### config.mk
export PLATFORM = sky130hd
export DESIGN_NAME = tthbif_ctrl
export DESIGN_NICKNAME = d
export VERILOG_FILES = /design/src/rtl/tthbif_pkg.sv /design/src/rtl/tthbif_ctrl_regs.sv /design/src/rtl/tthbif_ctrl.sv
export SDC_FILE = /design/constraint.sdc
export NUM_CORES = 1
export LEC_CHECK = 0
export CAP_MARGIN = 0
export CORE_MARGIN = 3
export CORE_UTILIZATION = 30
export CTS_CLUSTER_SIZE = 10
export DETAILED_ROUTE_END_ITERATION = 6
export DONT_BUFFER_PORTS = 1
export PLACE_DENSITY = 0.46
export SLEW_MARGIN = 10
export SYNTH_ARGS = -nofsm -noshare
export SYNTH_HDL_FRONTEND = slang
export SYNTH_SLANG_ARGS = --single-unit
### constraint.sdc
create_clock -name clk_i -period 5 [get_ports clk_i]
set_input_delay 0.75 -clock clk_i [delete_from_list [all_inputs] [get_ports clk_i]]
set_output_delay 0.75 -clock clk_i [all_outputs]
set_load 0.1 [all_outputs]
### src/rtl/tthbif_pkg.sv
// tthbif_pkg: shared constants and types for the tthbif UART control block.
//   - command opcodes and response bytes
//   - register address map
//   - control FSM state encoding
//   - per-lane tap-select types
package tthbif_pkg;

  localparam logic [7:0] OP_WR   = 8'h57;
  localparam logic [7:0] OP_RD   = 8'h52;
  localparam logic [7:0] RSP_ACK = 8'h06;
  localparam logic [7:0] RSP_NAK = 8'h15;
  localparam logic [7:0] ID_VAL  = 8'hB1;

  localparam logic [7:0] ADDR_CTRL      = 8'h00;
  localparam logic [7:0] ADDR_DIV_LO    = 8'h01;
  localparam logic [7:0] ADDR_DIV_HI    = 8'h02;
  localparam logic [7:0] ADDR_ID        = 8'h03;
  localparam logic [7:0] ADDR_STATUS    = 8'h04;
  localparam logic [7:0] ADDR_LANE_BASE = 8'h10;

  // Smallest divisor the UART can run with; smaller commits are refused.
  localparam int DIV_MIN = 16;

  // ST_ADDR is entered once a valid opcode has been decoded.
  typedef enum logic [2:0] {
    ST_IDLE,
    ST_ADDR,
    ST_DATA,
    ST_RESP,
    ST_COMMIT
  } ctrl_state_e;

  typedef logic [1:0] tap_sel_t;

  // Layout of a LANE register byte (msb first).
  typedef struct packed {
    tap_sel_t tx_comb;
    tap_sel_t tx_flop;
    tap_sel_t rx_comb;
    tap_sel_t rx_flop;
  } lane_cfg_t;

  localparam lane_cfg_t LANE_RESET = lane_cfg_t'(8'hFF);

endpackage

### src/rtl/tthbif_ctrl_regs.sv
// tthbif_ctrl_regs: register storage for the tthbif control block.
//   addr_i/wdata_i  : register address and write byte
//   rd_i            : read accepted this cycle (clears STATUS when addressed)
//   wr_i            : write byte arrived; applied only if wr_ok_o
//   drop_i/timeout_i: STATUS sticky set strobes
//   commit_i        : load the active divisor from {DIV_HI, DIV_LO}
//   rdata_o/rd_ok_o : read mux value / address is readable
//   wr_ok_o         : write would be accepted; div_wr_o: write targets DIV_HI
//   en_o, clks_per_bit_o, *_sel_o: configuration outputs
module tthbif_ctrl_regs
  import tthbif_pkg::*;
#(
  parameter int NUM_LANES = 1,
  parameter int DIV_W     = 16,
  parameter int DIV_RESET = 6875
) (
  input  logic                   clk_i,
  input  logic                   rst_i,
  input  logic [7:0]             addr_i,
  input  logic [7:0]             wdata_i,
  input  logic                   rd_i,
  input  logic                   wr_i,
  input  logic                   drop_i,
  input  logic                   timeout_i,
  input  logic                   commit_i,
  output logic [7:0]             rdata_o,
  output logic                   rd_ok_o,
  output logic                   wr_ok_o,
  output logic                   div_wr_o,
  output logic                   en_o,
  output logic [DIV_W-1:0]       clks_per_bit_o,
  output logic [2*NUM_LANES-1:0] rx_flop_sel_o,
  output logic [2*NUM_LANES-1:0] rx_comb_sel_o,
  output logic [2*NUM_LANES-1:0] tx_flop_sel_o,
  output logic [2*NUM_LANES-1:0] tx_comb_sel_o
);

  // DIV_HI keeps only the bits that land inside the DIV_W-wide divisor.
  localparam logic [15:0]      DIV_MASK  = (DIV_W >= 16) ? 16'hFFFF
                                         : 16'((32'd1 << DIV_W) - 32'd1);
  localparam logic [7:0]       HI_MASK   = DIV_MASK[15:8];
  localparam logic [15:0]      DIV_RST16 = 16'(DIV_RESET);
  localparam logic [DIV_W-1:0] DIV_RST   = DIV_W'(DIV_RESET);
  localparam logic [DIV_W-1:0] DIV_MIN_V = DIV_W'(DIV_MIN);

  logic             en_q;
  logic [7:0]       lo_q;
  logic [7:0]       hi_q;
  logic [DIV_W-1:0] div_q;
  logic [1:0]       stat_q;
  lane_cfg_t        lane_q [NUM_LANES];

  logic             is_lane;
  logic [3:0]       lane_idx;
  lane_cfg_t        lane_rd;
  logic [DIV_W-1:0] cand;
  logic             stat_clr;

  assign lane_idx = addr_i[3:0];
  assign is_lane  = (addr_i[7:4] == 4'h1) && (int'(addr_i[3:0]) < NUM_LANES);
  assign cand     = DIV_W'({wdata_i & HI_MASK, lo_q});
  assign div_wr_o = (addr_i == ADDR_DIV_HI);
  assign stat_clr = rd_i && (addr_i == ADDR_STATUS);

  always_comb begin
    lane_rd = lane_q[0];
    for (int n = 0; n < NUM_LANES; n++)
      if (lane_idx == 4'(n)) lane_rd = lane_q[n];
  end

  always_comb begin
    rdata_o = 8'h00;
    rd_ok_o = 1'b1;
    wr_ok_o = 1'b0;
    case (addr_i)
      ADDR_CTRL:   begin rdata_o = {7'b0, en_q};   wr_ok_o = 1'b1; end
      ADDR_DIV_LO: begin rdata_o = lo_q;           wr_ok_o = 1'b1; end
      ADDR_DIV_HI: begin rdata_o = hi_q;           wr_ok_o = (cand >= DIV_MIN_V); end
      ADDR_ID:     rdata_o = ID_VAL;
      ADDR_STATUS: rdata_o = {6'b0, stat_q};
      default: begin
        rdata_o = is_lane ? lane_rd : 8'h00;
        rd_ok_o = is_lane;
        wr_ok_o = is_lane;
      end
    endcase
  end

  always_ff @(posedge clk_i or posedge rst_i) begin
    if (rst_i) begin
      en_q   <= 1'b0;
      lo_q   <= DIV_RST16[7:0];
      hi_q   <= DIV_RST16[15:8] & HI_MASK;
      div_q  <= DIV_RST;
      stat_q <= 2'b00;
      for (int n = 0; n < NUM_LANES; n++) lane_q[n] <= LANE_RESET;
    end else begin
      if (wr_i && wr_ok_o) begin
        case (addr_i)
          ADDR_CTRL:   en_q <= wdata_i[0];
          ADDR_DIV_LO: lo_q <= wdata_i;
          ADDR_DIV_HI: hi_q <= wdata_i & HI_MASK;
          default:
            for (int n = 0; n < NUM_LANES; n++)
              if (lane_idx == 4'(n)) lane_q[n] <= lane_cfg_t'(wdata_i);
        endcase
      end
      // FSM is parked in COMMIT here, so {hi_q, lo_q} still holds the acked value.
      if (commit_i) div_q <= DIV_W'({hi_q, lo_q});
      // A same-cycle set survives the read-clear.
      stat_q <= (stat_q & ~{2{stat_clr}}) | {timeout_i, drop_i};
    end
  end

  assign en_o           = en_q;
  assign clks_per_bit_o = div_q;

  for (genvar n = 0; n < NUM_LANES; n++) begin : g_lane
    assign rx_flop_sel_o[2*n +: 2] = lane_q[n].rx_flop;
    assign rx_comb_sel_o[2*n +: 2] = lane_q[n].rx_comb;
    assign tx_flop_sel_o[2*n +: 2] = lane_q[n].tx_flop;
    assign tx_comb_sel_o[2*n +: 2] = lane_q[n].tx_comb;
  end

endmodule

### src/rtl/tthbif_ctrl.sv
// tthbif_ctrl: UART command parser and control/status registers for tthbif.
//   clk_i/rst_i          : clock, async active-high reset
//   rx_valid_i/rx_data_i : received byte strobe and data
//   tx_ready_i           : transmitter can take a byte
//   tx_valid_o/tx_data_o : registered response byte (held until accepted)
//   en_o, clks_per_bit_o : global enable, active UART divisor
//   *_sel_o              : per-lane tap selects, lane n at [2n+1:2n]
module tthbif_ctrl
  import tthbif_pkg::*;
#(
  parameter int NUM_LANES      = 1,
  parameter int DIV_W          = 16,
  parameter int DIV_RESET      = 6875,
  parameter int TIMEOUT_CYCLES = 1048576
) (
  input  logic                   clk_i,
  input  logic                   rst_i,
  input  logic                   rx_valid_i,
  input  logic [7:0]             rx_data_i,
  input  logic                   tx_ready_i,
  output logic                   tx_valid_o,
  output logic [7:0]             tx_data_o,
  output logic                   en_o,
  output logic [DIV_W-1:0]       clks_per_bit_o,
  output logic [2*NUM_LANES-1:0] rx_flop_sel_o,
  output logic [2*NUM_LANES-1:0] rx_comb_sel_o,
  output logic [2*NUM_LANES-1:0] tx_flop_sel_o,
  output logic [2*NUM_LANES-1:0] tx_comb_sel_o
);

  localparam int            TCW     = $clog2(TIMEOUT_CYCLES);
  localparam logic [TCW-1:0] TO_LAST = TCW'(TIMEOUT_CYCLES - 1);

  ctrl_state_e    state_q;
  logic           tx_valid_q;
  logic [7:0]     tx_data_q;
  logic [7:0]     addr_q;
  logic           is_wr_q;
  logic           pend_q;
  logic [TCW-1:0] tcnt_q;

  logic       waiting;
  logic       timeout;
  logic [7:0] reg_addr;
  logic       rd_acc;
  logic       wr_acc;
  logic       drop;
  logic       commit;
  logic [7:0] rdata;
  logic       rd_ok;
  logic       wr_ok;
  logic       div_wr;

  // Mid-command states where silence on the line counts toward abort.
  assign waiting  = (state_q == ST_ADDR) || (state_q == ST_DATA);
  assign timeout  = waiting && !rx_valid_i && (tcnt_q == TO_LAST);
  // The address byte is still on rx_data_i when a read is served.
  assign reg_addr = (state_q == ST_ADDR) ? rx_data_i : addr_q;
  assign rd_acc   = (state_q == ST_ADDR) && rx_valid_i && !is_wr_q;
  assign wr_acc   = (state_q == ST_DATA) && rx_valid_i;
  assign drop     = rx_valid_i && ((state_q == ST_RESP) || (state_q == ST_COMMIT));
  assign commit   = (state_q == ST_COMMIT) && tx_ready_i;

  tthbif_ctrl_regs #(
    .NUM_LANES (NUM_LANES),
    .DIV_W     (DIV_W),
    .DIV_RESET (DIV_RESET)
  ) u_regs (
    .clk_i          (clk_i),
    .rst_i          (rst_i),
    .addr_i         (reg_addr),
    .wdata_i        (rx_data_i),
    .rd_i           (rd_acc),
    .wr_i           (wr_acc),
    .drop_i         (drop),
    .timeout_i      (timeout),
    .commit_i       (commit),
    .rdata_o        (rdata),
    .rd_ok_o        (rd_ok),
    .wr_ok_o        (wr_ok),
    .div_wr_o       (div_wr),
    .en_o           (en_o),
    .clks_per_bit_o (clks_per_bit_o),
    .rx_flop_sel_o  (rx_flop_sel_o),
    .rx_comb_sel_o  (rx_comb_sel_o),
    .tx_flop_sel_o  (tx_flop_sel_o),
    .tx_comb_sel_o  (tx_comb_sel_o)
  );

  always_ff @(posedge clk_i or posedge rst_i) begin
    if (rst_i) begin
      state_q    <= ST_IDLE;
      tx_valid_q <= 1'b0;
      tx_data_q  <= 8'h00;
      addr_q     <= 8'h00;
      is_wr_q    <= 1'b0;
      pend_q     <= 1'b0;
      tcnt_q     <= '0;
    end else begin
      case (state_q)
        ST_IDLE:
          if (rx_valid_i) begin
            tcnt_q  <= '0;
            is_wr_q <= (rx_data_i == OP_WR);
            if (rx_data_i == OP_WR || rx_data_i == OP_RD) begin
              state_q <= ST_ADDR;
            end else begin
              tx_valid_q <= 1'b1;
              tx_data_q  <= RSP_NAK;
              state_q    <= ST_RESP;
            end
          end
        ST_ADDR:
          if (rx_valid_i) begin
            tcnt_q <= '0;
            addr_q <= rx_data_i;
            if (is_wr_q) begin
              state_q <= ST_DATA;
            end else begin
              tx_valid_q <= 1'b1;
              tx_data_q  <= rd_ok ? rdata : RSP_NAK;
              state_q    <= ST_RESP;
            end
          end else if (timeout) begin
            state_q <= ST_IDLE;
          end else begin
            tcnt_q <= tcnt_q + TCW'(1);
          end
        ST_DATA:
          if (rx_valid_i) begin
            tx_valid_q <= 1'b1;
            tx_data_q  <= wr_ok ? RSP_ACK : RSP_NAK;
            pend_q     <= wr_ok && div_wr;
            state_q    <= ST_RESP;
          end else if (timeout) begin
            state_q <= ST_IDLE;
          end else begin
            tcnt_q <= tcnt_q + TCW'(1);
          end
        ST_RESP:
          if (tx_ready_i) begin
            tx_valid_q <= 1'b0;
            state_q    <= pend_q ? ST_COMMIT : ST_IDLE;
          end
        ST_COMMIT:
          // Divisor swaps only after the ACK is out at the old baud.
          if (tx_ready_i) begin
            pend_q  <= 1'b0;
            state_q <= ST_IDLE;
          end
        default: state_q <= ST_IDLE;
      endcase
    end
  end

  assign tx_valid_o = tx_valid_q;
  assign tx_data_o  = tx_data_q;

endmodule
==> impl_metrics.toml <==
[run_status]
outcome = "finished clean"

[timing]
max_freq_mhz = 334.8
setup_viol = 0
min_period_ps = 2987
final_max_slew_viol_count = 0
fin_skew_ps = 12.71
slew_headroom = 0.3534
tightest_slew_ps = 969.9
finalHoldViolCount = 0
rsz0062_at_grt = "no"
fin_tns_setup_ps = 0
hold_ws_ps = 469.1
finalCritPeriodShare = 0.5973

[clock_tree]
cts-buffers-inserted = 9
tritoncts = "yes"
cts.path.max_buffers = 2
clockRootBuffer = "clkbuf_16"
clk_pin_slew_ps = 70
clkLatencyLatePin_ps = 350
hold_buffers = 0
cts_sinks = 85
cts_resized = 0
postCtsSetupRepairBufs = 0
htree_levels = 3

[logic_synthesis]
synth_edf_count = 0
yosysTopAreaCell = "dfrtp_1"
syn-instance-count = 403
synth_top_area_share = 0.3370
async_flop_share = 1.000
ys_top_cells_by_area = "dfrtp_1, dfstp_2, mux2_2"
yosys_most_used_dff = "dfrtp_1"
syn-cell-area_sq_um = 4380
yosysSeqAreaShare = 0.4930
yosysMostFrequentCell = "dfrtp_1"
syn_avg_cell_area_sq_um = 10.87
yosysUniqueCellTypes = 60
synth-seq-cells = 85
yosysWarnings = 0
synthesis.nets = 416
synth_commonest_cells = "dfrtp_1, mux2_2, nor2_1"

[worst_setup_path]
critPathBufInv = 0
path_cells = "nor3b_2 -> nand3b_1 -> o22ai_4 -> nor3b_4 -> mux2_2"
critPathKind = "flop to flop"
worstSetupEndpointType = "flop"
critical-path-top-delay-family = "simple AND/OR/NAND/NOR gates"
crit_required_ps = 5240
worstPathMaxFanout = 17
cp_slowest_stage_delay_ps = 800
cp_slowest_cell = "nor3b_2"
worst_ep_arrival_time_ps = 3220
start_kind = "flop"

[power]
p_sw_mw = 1.072
seq_power_share = 0.524
p_total_mw = 2.569
clkPwrFrac = 0.279
p_leak_nw = 1.878
vdd_ir_drop_max_mv = 0.2844
p_int_mw = 1.497
p_sw_frac = 0.4174
power_frac_comb = 0.197
power.density_nw_per_um2 = 531.0

[global_route]
overflow = 0
first_global_vias = 3207
grt_max_degree = 56
grt_pass1_wl_mm = 18.82
grtUsageTotal = 0.1512
antenna_found_initial = 0

[routing]
m1WireLength_mm = 4.933
vias_per_cell = 5.425
detail-route-antenna-nets = 0
wl_per_cell_microns = 20.19
via_count = 3141
dr.pass1.iters = 5
wl_met2_mm = 5.878
drtIter0Drc = 251
route.detailed.drc = 0
top_layer = "met4"
wl_met3_microns = 778
wirelength_mm = 11.69

[finish]
syn2layout_area_growth_pct = 10.45
layout.cells.non_filler = 579
layout.nets = 407
antenna-diode-count = 0
fillers = 1439
utilization = 0.3432
drive_above_1_share = 0.2732

[place]
dpl.hpwl_mm = 8.300
post-place-cells = 563
io_buffers = 0
gp_congestion = 0.8669

[job]
max_cap_violations = 0

[floorplan]
core_sq_um = 14100
io_pins = 46
fp-row-count = 43
fp.dieH_microns = 126.8
die_area_sq_um = 16090
start_util = 0.3108
die_w_microns = 126.8

[hold_path]
min_path_type = "primary input to async pin"
==> cell usage in the layout (no fill, tap or decap), types with 2 or more instances in the layout <==
master	n
clkinv_2	2
a21o_1	3
a221oi_1	3
buf_4	3
a21oi_1	11
o22a_1	2
nor3_1	22
nand3_1	13
nor4_1	11
nor2b_1	3
a221o_1	3
a211o_1	2
clkbuf_16	9
dfrtp_1	59
nand2b_1	6
mux2_2	49
a211oi_1	2
and3_1	2
a22oi_1	2
xnor2_1	18
a222oi_1	2
and4_1	4
nand2_1	30
nor4b_1	2
and2_1	3
o22ai_1	2
inv_8	2
nor2_1	31
inv_1	8
o21ai_0	16
nand4b_1	6
a22o_1	2
nor4_4	2
inv_6	2
nand4_1	8
dfstp_2	26
==> worst register-to-register path, cell delays in order (launching register included) <==
cell and delay, ps:
dfrtp_1 640, nor3b_2 810, nand3b_1 230, o22ai_4 280
nor3b_4 530, mux2_2 390
==> logic make-up after synthesis <==
group | synth area share
XOR/XNOR | 0.03799
AO/OA/AOI/OAI | 0.1034
flip-flops | 0.4930
buffers and inverters | 0.03399
adder cells (fa/ha/maj) | 0.002856
AND/OR/NAND/NOR | 0.1997
multiplexers | 0.1291
==> power by group through the flow <==
stage | logic [mW] | clock network, mW | registers, mW
floorplan | 0.479 | 0 | 1.25
global placement | 0.502 | 0 | 1.36
detailed placement | 0.510 | 0 | 1.36
CTS | 0.513 | 0.744 | 1.35
global route | 0.562 | 0.770 | 1.37
finish | 0.506 | 0.716 | 1.35
==> registers in the layout (all words and copies together), names as in the netlist, 2 cells and up <==
signal                 count
u_regs.stat_q              2
u_regs.hi_q                8
u_regs.rx_flop_sel_o       2
tcnt_q                    20
addr_q                     8
u_regs.tx_flop_sel_o       2
u_regs.lo_q                8
u_regs.tx_comb_sel_o       2
tx_data_o                  8
u_regs.rx_comb_sel_o       2
state_q                    3
u_regs.clks_per_bit_o     16
==> layout make-up <==
type / count / area [sq um] / share of cell area
Sequential cell: 85 / 2160 / 0.4463
Inverter: 9 / 35.03 / 0.007241
Multi-Input combinational cell: 286 / 2079 / 0.4298
Timing Repair Buffer: 3 / 22.52 / 0.004655
Tap cell: 180 / 225.2 / 0.04655
Clock inverter: 7 / 91.34 / 0.01888
Clock buffer: 9 / 225.2 / 0.04655
==> routing by layer <==
metal | track usage | vias up
li1 | - | 1460
met1 | 0.1833 | 1585
met2 | 0.2562 | 85
met3 | 0.05684 | 11
met4 | 0.03407 | 0
met5 | 0 | -
==> final timing paths <==
check                      cells after the start        startpoint  slack, ps          endpoint
min reg2reg                                    2  u_regs.stat_q[1]        510  u_regs.stat_q[1]
min                                            1             rst_i        470      tx_data_o[3]
max reg2reg                                    5        state_q[0]       2010    u_regs.hi_q[7]
max in group asynchronous                      2             rst_i       3540    u_regs.hi_q[3]
min in group clk_i                             1        tx_ready_i        500        state_q[2]
max                                            5        state_q[0]       2010    u_regs.hi_q[7]
==> per-stage QoR <==
stage	cell area, sq um	worst slack, ps
CTS	4838	2063
detailed placement	4522	2066
global route	4838	1774
finish	4838	2013
floorplan	4380	2100
global placement	4522	2161
Power figures use the tool's default switching activity.
